### config.mk
export PLATFORM = sky130hd
export DESIGN_NAME = bus_scheduler
export DESIGN_NICKNAME = d
export VERILOG_FILES = /design/src/rtl/bus_sched_pkg.sv /design/src/rtl/phase_counter.sv /design/src/rtl/bus_scheduler.sv
export SDC_FILE = /design/constraint.sdc
export NUM_CORES = 1
export LEC_CHECK = 0
export ABC_CLOCK_PERIOD_IN_PS = 1900
export BUFFER_PORTS_ARGS = -buffer_cell sky130_fd_sc_hd__buf_2
export CORE_AREA = 2 2 52 54
export CTS_CLUSTER_SIZE = 14
export DETAILED_ROUTE_END_ITERATION = 6
export DIE_AREA = 0 0 54 56
export HOLD_SLACK_MARGIN = 0.1
export PLACE_DENSITY = 0.6
export SLEW_MARGIN = 25
export SYNTH_ARGS = -nofsm -noshare
export SYNTH_HDL_FRONTEND = slang
export SYNTH_SLANG_ARGS = --single-unit
### constraint.sdc
create_clock -name clk16_i -period 1.9 [get_ports clk16_i]
set_input_delay 0.285 -clock clk16_i [delete_from_list [all_inputs] [get_ports clk16_i]]
set_output_delay 0.285 -clock clk16_i [all_outputs]
set_load 0.01 [all_outputs]
### src/rtl/bus_sched_pkg.sv
// Shared phase constants, slot encoding and helpers for the bus time-division scheduler.
package bus_sched_pkg;

  localparam int unsigned PHASE_W = 4;

  typedef logic [PHASE_W-1:0] phase_t;

  // Slot boundaries within the 16-phase CPU cycle
  localparam phase_t PH_VID0     = 4'd0;
  localparam phase_t PH_VID1     = 4'd2;
  localparam phase_t PH_VID_LAST = 4'd3;
  localparam phase_t PH_SPI      = 4'd4;
  localparam phase_t PH_BE       = 4'd7;
  localparam phase_t PH_CPU      = 4'd8;

  // SPI strobe and pulse phases
  localparam phase_t SPI_STB_FIRST = 4'd5;
  localparam phase_t SPI_STB_LAST  = 4'd6;
  localparam phase_t SPI_LOAD      = 4'd6;
  localparam phase_t SPI_ACK       = 4'd7;

  // CPU strobe phases
  localparam phase_t CPU_RW_SAMPLE = 4'd9;
  localparam phase_t CPU_OE_FIRST  = 4'd9;
  localparam phase_t CPU_OE_LAST   = 4'd15;
  localparam phase_t CPU_WE_FIRST  = 4'd11;
  localparam phase_t CPU_WE_LAST   = 4'd14;

  typedef enum logic [1:0] {
    SLOT_IDLE,
    SLOT_VIDEO,
    SLOT_SPI,
    SLOT_CPU
  } slot_t;

  // Inclusive phase range test
  function automatic logic phase_in(phase_t p, phase_t lo, phase_t hi);
    return (p >= lo) && (p <= hi);
  endfunction

endpackage

### src/rtl/phase_counter.sv
// Free-running 4-bit phase counter that wraps 15 -> 0 every CPU cycle.
module phase_counter
  import bus_sched_pkg::*;
(
  input  logic   clk,
  input  logic   rst,
  output phase_t phase
);

  // Advance one phase per fabric clock
  always_ff @(posedge clk or posedge rst) begin
    if (rst) begin
      phase <= '0;
    end else begin
      phase <= phase + PHASE_W'(1);
    end
  end

endmodule

### src/rtl/bus_scheduler.sv
// Time-division bus/RAM scheduler: video, SPI bridge and 6502 slots within each 1 us frame.
// Every output is registered from the phase about to be entered, so it is valid for that whole phase.
module bus_scheduler
  import bus_sched_pkg::*;
#(
  parameter bit VIDEO_EN = 1'b1
) (
  input  logic clk16_i,
  input  logic reset_i,
  input  logic spi_req_i,
  input  logic spi_we_i,
  output logic spi_ack_o,
  input  logic cpu_rw_ni,
  input  logic cpu_ready_i,
  output logic grant_video_o,
  output logic grant_spi_o,
  output logic grant_cpu_o,
  output logic video_load_o,
  output logic spi_load_o,
  output logic cpu_clk_o,
  output logic cpu_be_o,
  output logic cpu_ready_o,
  output logic ram_oe_no,
  output logic ram_we_no
);

  phase_t phase;
  phase_t phase_nxt;
  logic   spi_act;
  logic   spi_we_q;
  logic   cpu_rd_q;
  logic   spi_run;
  logic   spi_wr;
  logic   cpu_rd;
  slot_t  slot_nxt;
  logic   oe_c;
  logic   we_c;

  phase_counter u_phase (
    .clk   (clk16_i),
    .rst   (reset_i),
    .phase (phase)
  );

  // Decode owner and RAM strobes for the phase being entered; the entry edge itself samples requests
  always_comb begin
    phase_nxt = phase + PHASE_W'(1);
    spi_run   = (phase_nxt == PH_SPI) ? spi_req_i : spi_act;
    spi_wr    = (phase_nxt == PH_SPI) ? spi_we_i : spi_we_q;
    cpu_rd    = (phase_nxt == CPU_RW_SAMPLE) ? cpu_rw_ni : cpu_rd_q;

    slot_nxt = SLOT_IDLE;
    if (phase_nxt >= PH_CPU) begin
      slot_nxt = SLOT_CPU;
    end else if (phase_nxt >= PH_SPI) begin
      if (spi_run) slot_nxt = SLOT_SPI;
    end else if (VIDEO_EN) begin
      slot_nxt = SLOT_VIDEO;
    end

    oe_c = (slot_nxt == SLOT_VIDEO)
        || ((slot_nxt == SLOT_SPI) && !spi_wr && phase_in(phase_nxt, SPI_STB_FIRST, SPI_STB_LAST))
        || ((slot_nxt == SLOT_CPU) && cpu_rd && phase_in(phase_nxt, CPU_OE_FIRST, CPU_OE_LAST));
    we_c = ((slot_nxt == SLOT_SPI) && spi_wr && phase_in(phase_nxt, SPI_STB_FIRST, SPI_STB_LAST))
        || ((slot_nxt == SLOT_CPU) && !cpu_rd && phase_in(phase_nxt, CPU_WE_FIRST, CPU_WE_LAST));
  end

  // Hold the accepted SPI transaction and CPU direction for the rest of their slots
  always_ff @(posedge clk16_i or posedge reset_i) begin
    if (reset_i) begin
      spi_act  <= 1'b0;
      spi_we_q <= 1'b0;
      cpu_rd_q <= 1'b1;
    end else begin
      if (phase_nxt == PH_SPI) begin
        spi_act  <= spi_req_i;
        spi_we_q <= spi_we_i;
      end else if (phase_nxt == PH_CPU) begin
        spi_act <= 1'b0;
      end
      if (phase_nxt == CPU_RW_SAMPLE) cpu_rd_q <= cpu_rw_ni;
    end
  end

  // Register grants, pulses, CPU clocking and RAM strobes
  always_ff @(posedge clk16_i or posedge reset_i) begin
    if (reset_i) begin
      grant_video_o <= 1'b0;
      grant_spi_o   <= 1'b0;
      grant_cpu_o   <= 1'b0;
      video_load_o  <= 1'b0;
      spi_load_o    <= 1'b0;
      spi_ack_o     <= 1'b0;
      cpu_clk_o     <= 1'b0;
      cpu_be_o      <= 1'b0;
      cpu_ready_o   <= 1'b0;
      ram_oe_no     <= 1'b1;
      ram_we_no     <= 1'b1;
    end else begin
      grant_video_o <= (slot_nxt == SLOT_VIDEO);
      grant_spi_o   <= (slot_nxt == SLOT_SPI);
      grant_cpu_o   <= (slot_nxt == SLOT_CPU);
      video_load_o  <= (slot_nxt == SLOT_VIDEO)
                    && ((phase_nxt == PH_VID0 + PHASE_W'(1)) || (phase_nxt == PH_VID1 + PHASE_W'(1)));
      spi_load_o    <= (slot_nxt == SLOT_SPI) && !spi_wr && (phase_nxt == SPI_LOAD);
      spi_ack_o     <= (slot_nxt == SLOT_SPI) && (phase_nxt == SPI_ACK);
      cpu_clk_o     <= (slot_nxt == SLOT_CPU);
      cpu_be_o      <= (phase_nxt >= PH_BE);
      // RDY only moves on the edge where PHI2 goes low
      if (phase_nxt == PH_VID0) cpu_ready_o <= cpu_ready_i;
      ram_oe_no     <= !oe_c;
      ram_we_no     <= !we_c;
    end
  end

  // Phases 0-3 are never SPI or CPU owned, so the last video phase bounds the video slot
  logic unused_ok;
  assign unused_ok = phase_in(phase_nxt, PH_VID0, PH_VID_LAST);

endmodule

==> results.py, run 1 <==
metrics = {
    "status": {
        "status": "finished, final reports clean",
    },
    "critical_path": {
        "critPathMostFrequentCell": "nor4_2",
        "required_ns": 2.11,
        "worstPathArrival_ns": 1.95,
        "worst_setup_path_end_kind": "register",
        "critPathCapture": "ram_oe_no",
        "cp_slowest_stage_delay_ns": 0.47,
        "crit_chain": "ha_1, buf_4, and2b_4, a22oi_4, nor4_2, nor4_2",
        "r2r-start": "u_phase.phase[1]",
        "cp_top_family": "simple AND/OR/NAND/NOR gates",
        "cp_slowest_cell": "dfrtp_1",
        "crit_buf_inv": 1,
        "cp_num_cells": 6,
        "r2r_end": "ram_oe_no",
        "crit_start": "u_phase.phase[1]",
        "worst-setup-path-type": "reg -> reg",
        "rr_worst_depth": 6,
        "start_kind": "register",
        "cp_max_fo": 9,
        "r2r_slack_ns": 0.15,
    },
    "routing": {
        "vias_per_cell": 5.00,
        "wl_microns": 1710,
        "drc": 0,
        "avgRoutedWirePerCell_microns": 13.8,
        "num_vias": 620,
        "ant_nets": 0,
        "drt-initial-drc-count": 7,
        "dr.pass1.iters": 4,
    },
    "synthesis": {
        "synth_edf_count": 0,
        "yosysWarnings": 0,
        "ys_types": 41,
        "syn_nets": 83,
        "async_flop_share": 1.00,
        "netlist_area_sq_um": 927,
        "avgSynthCellArea_sq_um": 12.5,
        "synth_top_flop_cell": "dfrtp_1",
        "postSynthCellCount": 74,
        "synth-seq-cells": 17,
        "ys_seq_area_frac": 0.463,
    },
    "grt": {
        "antenna_found_initial": 0,
        "grt_pass1_vias": 601,
        "grt_pass1_wl_microns": 2930,
        "grtUsageTotal": 0.134,
        "grt_overflow": 0,
        "grt_max_degree": 18,
    },
    "placement": {
        "gp_congestion": 0.915,
        "dp_hpwl_microns": 1330,
        "port_buffers": 16,
    },
    "floorplan": {
        "rows": 18,
        "dieWidth_microns": 54,
        "die_h_microns": 56,
        "dieArea_sq_um": 3020,
        "io_pins": 17,
        "start_util": 0.381,
        "coreArea_sq_um": 2430,
    },
    "run": {
        "cap_violations": 0,
    },
    "layout": {
        "drive_gt1_frac": 0.426,
        "insertedDiodeCount": 0,
        "largest_reg_flops": 4,
        "regMostFlops": "u_phase.phase",
        "nNetsFinal": 104,
        "area_growth_pct": 15.2,
        "utilization": 0.439,
    },
    "power_and_ir_drop": {
        "vdd_ir_drop_max_uv": 362,
        "power.leakage_nw": 0.534,
        "powerDensity_nw_per_um2": 545,
    },
    "cts": {
        "numCtsBuffers": 3,
        "root_buffer": "clkbuf_4",
        "clock_path_buffers": 2,
        "clock_sink_count": 17,
        "clk_pin_slew_worst_paths_ns": 0.09,
        "clock_latency_ns": 0.29,
        "cts_tree": "done",
        "htree_levels": 1,
    },
    "sta": {
        "layout_min_cycle_time_ns": 1.75,
        "fin_skew_ns": 0.00518,
        "finalMaxSlewViolations": 0,
        "slew_headroom": 0.588,
        "fmax_mhz": 573,
        "setup_viol": 0,
        "hold_viol_final": 0,
        "tns_ns": 0,
        "finalCritPeriodShare": 0.919,
        "tightest_slew_ns": 0.618,
        "rsz0062_at_grt": "false",
    },
    "worst_hold_path": {
        "hp-class": "in -> reg",
    },
}
[Yosys cell counts, types with 3 or more instances]
| cell | instances | area share |
|---|---|---|
| inv_1 | 3 | 0.012 |
| nand2_1 | 5 | 0.020 |
| ha_1 | 3 | 0.040 |
| dfstp_2 | 3 | 0.085 |
| dfrtp_1 | 14 | 0.38 |
[timing repair]
action                                  CTS  global route
setup buffers                             0             0
hold buffers                              1             0
endpoints found under the setup margin    0             1
gates resized for setup                   0             1
endpoints found under the hold margin    14             0
[cell type report]
type / count / area, sq um
timing repair buffer: 20 / 113
tap: 30 / 37.5
sequential: 17 / 429
inverter: 3 / 11.3
clock buffer: 4 / 26.3
multi-input combinational: 50 / 452
fill: 231 / 1360
[stage by stage]
| stage | setup WS, ns | hold slack (ns) | instances | total power [mW] | instance area [sq um] |
|---|---|---|---|---|---|
| floorplan | 0.257 | 0.209 | 74 | 0.387 | 927 |
| global placement | 0.142 | 0.395 | 119 | 0.398 | 1030 |
| detailed placement | 0.134 | 0.407 | 119 | 0.398 | 1030 |
| CTS | 0.104 | 0.224 | 124 | 0.594 | 1070 |
| global route | 0.0296 | 0.222 | 124 | 0.616 | 1070 |
| finish | 0.154 | 0.229 | 124 | 0.583 | 1070 |
[how the worst min path moves through the flow]
stage | startpoint | end | slack [ns] | depth (start not counted)
2_1_floorplan | reset_i | cpu_be_o | 0.21 | 1
3_5_place_dp | reset_i | u_phase.phase[3] | 0.41 | 2
5_1_grt | cpu_ready_i | cpu_ready_o | 0.22 | 2
3_3_place_gp | reset_i | spi_load_o | 0.40 | 2
4_1_cts | cpu_ready_i | cpu_ready_o | 0.22 | 2
6_report | cpu_ready_i | cpu_ready_o | 0.23 | 2
[layout by cell type (no fill, tap or decap), types with 3 or more instances in the layout]
| cell | synthesis | layout |
|---|---|---|
| inv_1 | 3 | 3 |
| buf_4 | 2 | 3 |
| clkbuf_4 | 0 | 3 |
| buf_2 | 0 | 16 |
| dfstp_2 | 3 | 3 |
| nand2_1 | 5 | 5 |
| ha_1 | 3 | 3 |
| dfrtp_1 | 14 | 14 |
[kinds of logic (layout without fill, tap and decap cells)]
| kind of cell | Yosys count | in the layout | synth area share |
|---|---|---|---|
| AO/OA/AOI/OAI | 16 | 16 | 0.144 |
| XOR/XNOR | 3 | 3 | 0.0688 |
| adder cells (fa/ha/maj) | 3 | 3 | 0.0405 |
| buffers and inverters | 7 | 27 | 0.0526 |
| flip-flops | 17 | 17 | 0.463 |
| multiplexers | 2 | 2 | 0.0324 |
| AND/OR/NAND/NOR | 26 | 26 | 0.198 |
[power by group]
part           internal (mW)  switching [mW]
Sequential             0.366         0.00180
Combinational         0.0108          0.0135
Clock                 0.0817           0.109
[per-layer routing]
metal	vias up	wire length, microns	share of wire	track usage
met1	293	755	0.44	0.171
met2	17	857	0.50	0.207
met5	-	0	0	0
li1	306	-	-	-
met4	0	19	0.011	0.0500
met3	4	79	0.046	0.0403
Note: power is estimated with default switching activity, not from simulation.
==> inputs of run 2 (changes only) <==
PLACE_DENSITY = 0.68   (was 0.6)
SLEW_MARGIN = 10   (was 25)
==> results.py, run 2 (synthesis results as in run 1) <==
metrics = {
    "grt": {
        "grt_pass1_vias": 624,
        "antenna_found_initial": 0,
        "grt_max_degree": 18,
        "grtUsageTotal": 0.133,
        "grt_pass1_wl_microns": 2900,
        "grt_overflow": 0,
    },
    "power_and_ir_drop": {
        "power.total_mw": 0.593,
        "power.leakage_nw": 0.528,
        "powerDensity_nw_per_um2": 559,
        "vdd_ir_drop_max_uv": 258,
    },
    "floorplan": {
        "dieWidth_microns": 54,
        "dieArea_sq_um": 3020,
        "coreArea_sq_um": 2430,
        "io_pins": 17,
        "start_util": 0.381,
        "rows": 18,
        "die_h_microns": 56,
    },
    "sta": {
        "fin_skew_ns": 0.0152,
        "finalCritPeriodShare": 0.919,
        "tns_ns": 0,
        "fmax_mhz": 573,
        "hold_viol_final": 0,
        "finalMaxSlewViolations": 0,
        "setup_viol": 0,
        "tightest_slew_ns": 0.607,
        "layout_min_cycle_time_ns": 1.75,
        "rsz0062_at_grt": "false",
        "slew_headroom": 0.595,
    },
    "layout": {
        "multi_input_area_sq_um": 452,
        "final_common_cell": "buf_2",
        "stdcell_area_sq_um": 1060,
        "nNetsFinal": 103,
        "nFillCells": 234,
        "layoutNonFillerInstCount": 123,
        "largest_reg_flops": 4,
        "final_cell_mix": "16 x buf_2, 14 x dfrtp_1, 5 x nand2_1",
        "regArea_sq_um": 429,
        "area_growth_pct": 14.4,
        "regMostFlops": "u_phase.phase",
        "insertedDiodeCount": 0,
        "utilization": 0.436,
        "drive_gt1_frac": 0.419,
    },
    "cts": {
        "clock_latency_ns": 0.30,
        "htree_levels": 1,
        "clk_pin_slew_worst_paths_ns": 0.11,
        "clock_path_buffers": 2,
        "root_buffer": "clkbuf_4",
        "numCtsBuffers": 3,
        "cts_tree": "done",
        "clock_sink_count": 17,
        "post_cts_buffers": 0,
    },
    "routing": {
        "num_vias": 626,
        "ant_nets": 0,
        "vias_per_cell": 5.09,
        "wl_microns": 1750,
        "avgRoutedWirePerCell_microns": 14.2,
        "dr.pass1.iters": 4,
        "drc": 0,
        "drt-initial-drc-count": 10,
    },
    "critical_path": {
        "required_ns": 2.12,
        "worst_setup_path_end_kind": "register",
        "worst-setup-path-type": "reg -> reg",
        "r2r_slack_ns": 0.15,
        "worstPathArrival_ns": 1.96,
        "cp_max_fo": 7,
        "start_kind": "register",
    },
    "placement": {
        "gp_congestion": 0.820,
        "place_inst": 118,
        "dp_hpwl_microns": 1300,
        "dpl_cell_area_sq_um": 1020,
        "port_buffers": 16,
    },
    "worst_hold_path": {
        "hp-class": "in -> reg",
    },
    "status": {
        "status": "finished, final reports clean",
    },
    "run": {
        "cap_violations": 0,
    },
}
==> run 2: area by class of cell <==
type	instances	area share
Tap cell	30	0.0354
Clock buffer	4	0.0248
Multi-Input combinational cell	50	0.426
Inverter	3	0.0106
Sequential cell	17	0.404
Timing Repair Buffer	19	0.0991
==> run 2: metal layers <==
layer | global-route usage | routed length, microns | vias up
met5 | 0 | 0 | -
met4 | 0.0643 | 31 | 0
met3 | 0.0161 | 83 | 4
met2 | 0.206 | 832 | 20
met1 | 0.180 | 800 | 295
li1 | - | - | 307
==> run 2: per-stage QoR <==
stage,hold WS (ns),setup WS [ns]
after floorplan,0.209,0.257
after global placement,0.386,0.178
final,0.210,0.154
after global routing,0.221,0.0400
after CTS,0.218,0.115
after detailed placement,0.402,0.134
==> run 2: power by group <==
group / internal [mW] / switching, mW
sequential: 0.366 / 0.00223
combinational: 0.0108 / 0.0135
clock: 0.0817 / 0.119
total: 0.459 / 0.134
==> run 2: worst max-delay path, stage by stage, from the launching register on <==
cell	delay, ns
dfrtp_1	0.46
inv_1	0.18
ha_1	0.33
nand2_1	0.11
nor4_1	0.26
a41oi_1	0.11
a32oi_1	0.23
==> run 2: worst paths after layout <==
path | from | to | cells past startpoint
worst min-delay path | cpu_ready_i | cpu_ready_o | 2
worst min register to register | cpu_ready_o | cpu_ready_o | 1
worst max-delay path | u_phase.phase[0] | ram_we_no | 6
worst max register to register | u_phase.phase[0] | ram_we_no | 6
max in group asynchronous | reset_i | u_phase.phase[2] | 3
min in group asynchronous | reset_i | spi_ack_o | 3
==> run 2: repair_timing <==
item,4_1_cts,5_1_grt
resized for setup,0,1
endpoints found under the hold margin,14,0
setup endpoints to repair,0,1
hold buffers,1,0
==> inputs of run 3 (changes only) <==
ABC_CLOCK_PERIOD_IN_PS = 1540   (was 1900)
CORE_AREA = 4 4 54 56   (was 2 2 52 54)
DIE_AREA = 0 0 58 60   (was 0 0 54 56)
PLACE_DENSITY = 0.7   (was 0.68)
clock period = 1.54 ns   (was 1.9 ns; I/O delays follow)
==> results.py, run 3 (synthesis results as in run 1) <==
metrics = {
    "power_and_ir_drop": {
        "clkPwrFrac": 0.329,
        "comb_power_share": 0.044,
        "vdd_ir_drop_max_uv": 442,
        "p_switching_mw": 0.161,
        "p_int_mw": 0.561,
        "power.leakage_nw": 0.604,
        "power_frac_seq": 0.627,
        "p_sw_frac": 0.223,
        "powerDensity_nw_per_um2": 584,
    },
    "floorplan": {
        "die_h_microns": 60,
        "coreArea_sq_um": 2430,
        "io_pins": 17,
        "rows": 18,
        "dieWidth_microns": 58,
        "start_util": 0.381,
        "dieArea_sq_um": 3480,
    },
    "layout": {
        "area_growth_pct": 33.6,
        "regMostFlops": "u_phase.phase",
        "insertedDiodeCount": 0,
        "final_cell_mix": "16 x buf_2, 13 x dfrtp_1, 11 x buf_4",
        "largest_reg_flops": 4,
        "final_common_cell": "buf_2",
        "utilization": 0.509,
        "nNetsFinal": 116,
        "drive_gt1_frac": 0.575,
    },
    "placement": {
        "dp_hpwl_microns": 1480,
        "port_buffers": 16,
        "gp_congestion": 0.891,
    },
    "worst_hold_path": {
        "holdPathStages": 2,
        "hp-start": "cpu_ready_i",
        "min_to": "cpu_ready_o",
        "hp-class": "in -> reg",
    },
    "critical_path": {
        "cp_max_fo": 5,
        "r2r_end": "cpu_ready_o",
        "worst-setup-path-type": "reg -> reg",
        "r2r-start": "u_phase.phase[0]",
        "cp_slowest_cell": "dfrtp_1",
        "start_kind": "register",
        "rr_worst_depth": 5,
        "worst_setup_path_end_kind": "register",
        "required_ns": 1.72,
        "crit_chain": "buf_4, nand3_4, xnor2_4, nor2_2, mux2_4",
        "cp_slowest_stage_delay_ns": 0.42,
        "worstPathArrival_ns": 1.68,
        "r2r_slack_ns": 0.04,
    },
    "routing": {
        "drc": 0,
        "drt-initial-drc-count": 26,
        "num_vias": 698,
        "vias_per_cell": 5.13,
        "avgRoutedWirePerCell_microns": 15.1,
        "dr.pass1.iters": 4,
        "ant_nets": 0,
        "wl_microns": 2060,
    },
    "sta": {
        "finalCritPeriodShare": 0.972,
        "fmax_mhz": 668,
        "slew_headroom": 0.571,
        "finalMaxSlewViolations": 0,
        "setup_viol": 0,
        "layout_min_cycle_time_ns": 1.50,
        "hold_viol_final": 0,
        "fin_skew_ns": 0.00275,
        "tns_ns": 0,
        "tightest_slew_ns": 0.643,
        "rsz0062_at_grt": "true",
    },
    "grt": {
        "antenna_found_initial": 0,
        "grt_max_degree": 18,
        "grt_overflow": 0,
        "grt_pass1_wl_microns": 3230,
        "grt_pass1_vias": 701,
        "grtUsageTotal": 0.123,
    },
    "cts": {
        "htree_levels": 1,
        "cts_tree": "done",
        "root_buffer": "clkbuf_4",
        "clock_path_buffers": 2,
        "clk_pin_slew_worst_paths_ns": 0.10,
        "numCtsBuffers": 3,
        "clock_sink_count": 17,
        "clock_latency_ns": 0.29,
    },
    "status": {
        "status": "finished, final reports clean",
    },
    "run": {
        "cap_violations": 0,
    },
}
[run 3: power groups by stage]
stage / Sequential, mW / Combinational (mW) / Clock (mW)
floorplan: 0.462 / 0.0163 / 0
global placement: 0.462 / 0.0293 / 0
detailed placement: 0.462 / 0.0299 / 0
CTS: 0.454 / 0.0322 / 0.245
global route: 0.454 / 0.0353 / 0.265
finish: 0.454 / 0.0316 / 0.238
[run 3: per-layer routing]
metal,share of wire,global-route usage,vias up
met5,0,0,-
met4,0.020,0.0695,0
met3,0.058,0.0194,4
met2,0.51,0.211,19
met1,0.41,0.145,344
li1,-,-,331
[run 3: layout make-up]
| type | instances | area (sq um) |
|---|---|---|
| inverters | 3 | 11.3 |
| clock inverters | 1 | 5.00 |
| fillers | 215 | 1190 |
| flip-flops and latches | 17 | 430 |
| clock buffers | 3 | 22.5 |
| multi-input cells | 51 | 532 |
| repair buffers | 31 | 200 |
| well taps | 30 | 37.5 |
[run 3: worst max-delay path: cells and delay by family (launching register included)]
kind	cells	cell delay, ns
XOR/XNOR	1	0.30
buffers and inverters	1	0.16
flip-flops	1	0.42
multiplexers	1	0.30
AND/OR/NAND/NOR	2	0.21
[run 3: worst max-delay path by stage]
stage	start	end	slack (ns)	cells past startpoint
floorplan	u_phase.phase[1]	ram_oe_no	-0.03	6
global placement	u_phase.phase[1]	ram_we_no	-0.01	7
detailed placement	u_phase.phase[1]	ram_we_no	-0.07	7
CTS	u_phase.phase[1]	cpu_ready_o	-0.004	5
global route	u_phase.phase[0]	ram_we_no	-0.05	6
finish	u_phase.phase[0]	cpu_ready_o	0.04	5
[run 3: timing repair]
action / in CTS / in global routing
pin swaps: 3 / 5
cloned: 0 / 1
setup endpoints to repair: 3 / 4
hold buffers: 1 / 0
endpoints found under the hold margin: 14 / 0
gates resized for setup: 3 / 10
buffers inserted: 0 / 4
[run 3: metrics by stage]
stage	std cells	power, mW	worst slack (ns)	hold slack, ns	cell area, sq um
finish	136	0.723	0.0434	0.177	1240
global route	136	0.754	-0.0505	0.176	1240
CTS	131	0.731	-0.00449	0.174	1160
detailed placement	126	0.492	-0.0656	0.344	1100
global placement	126	0.491	-0.0124	0.335	1100
floorplan	74	0.478	-0.0301	0.155	945
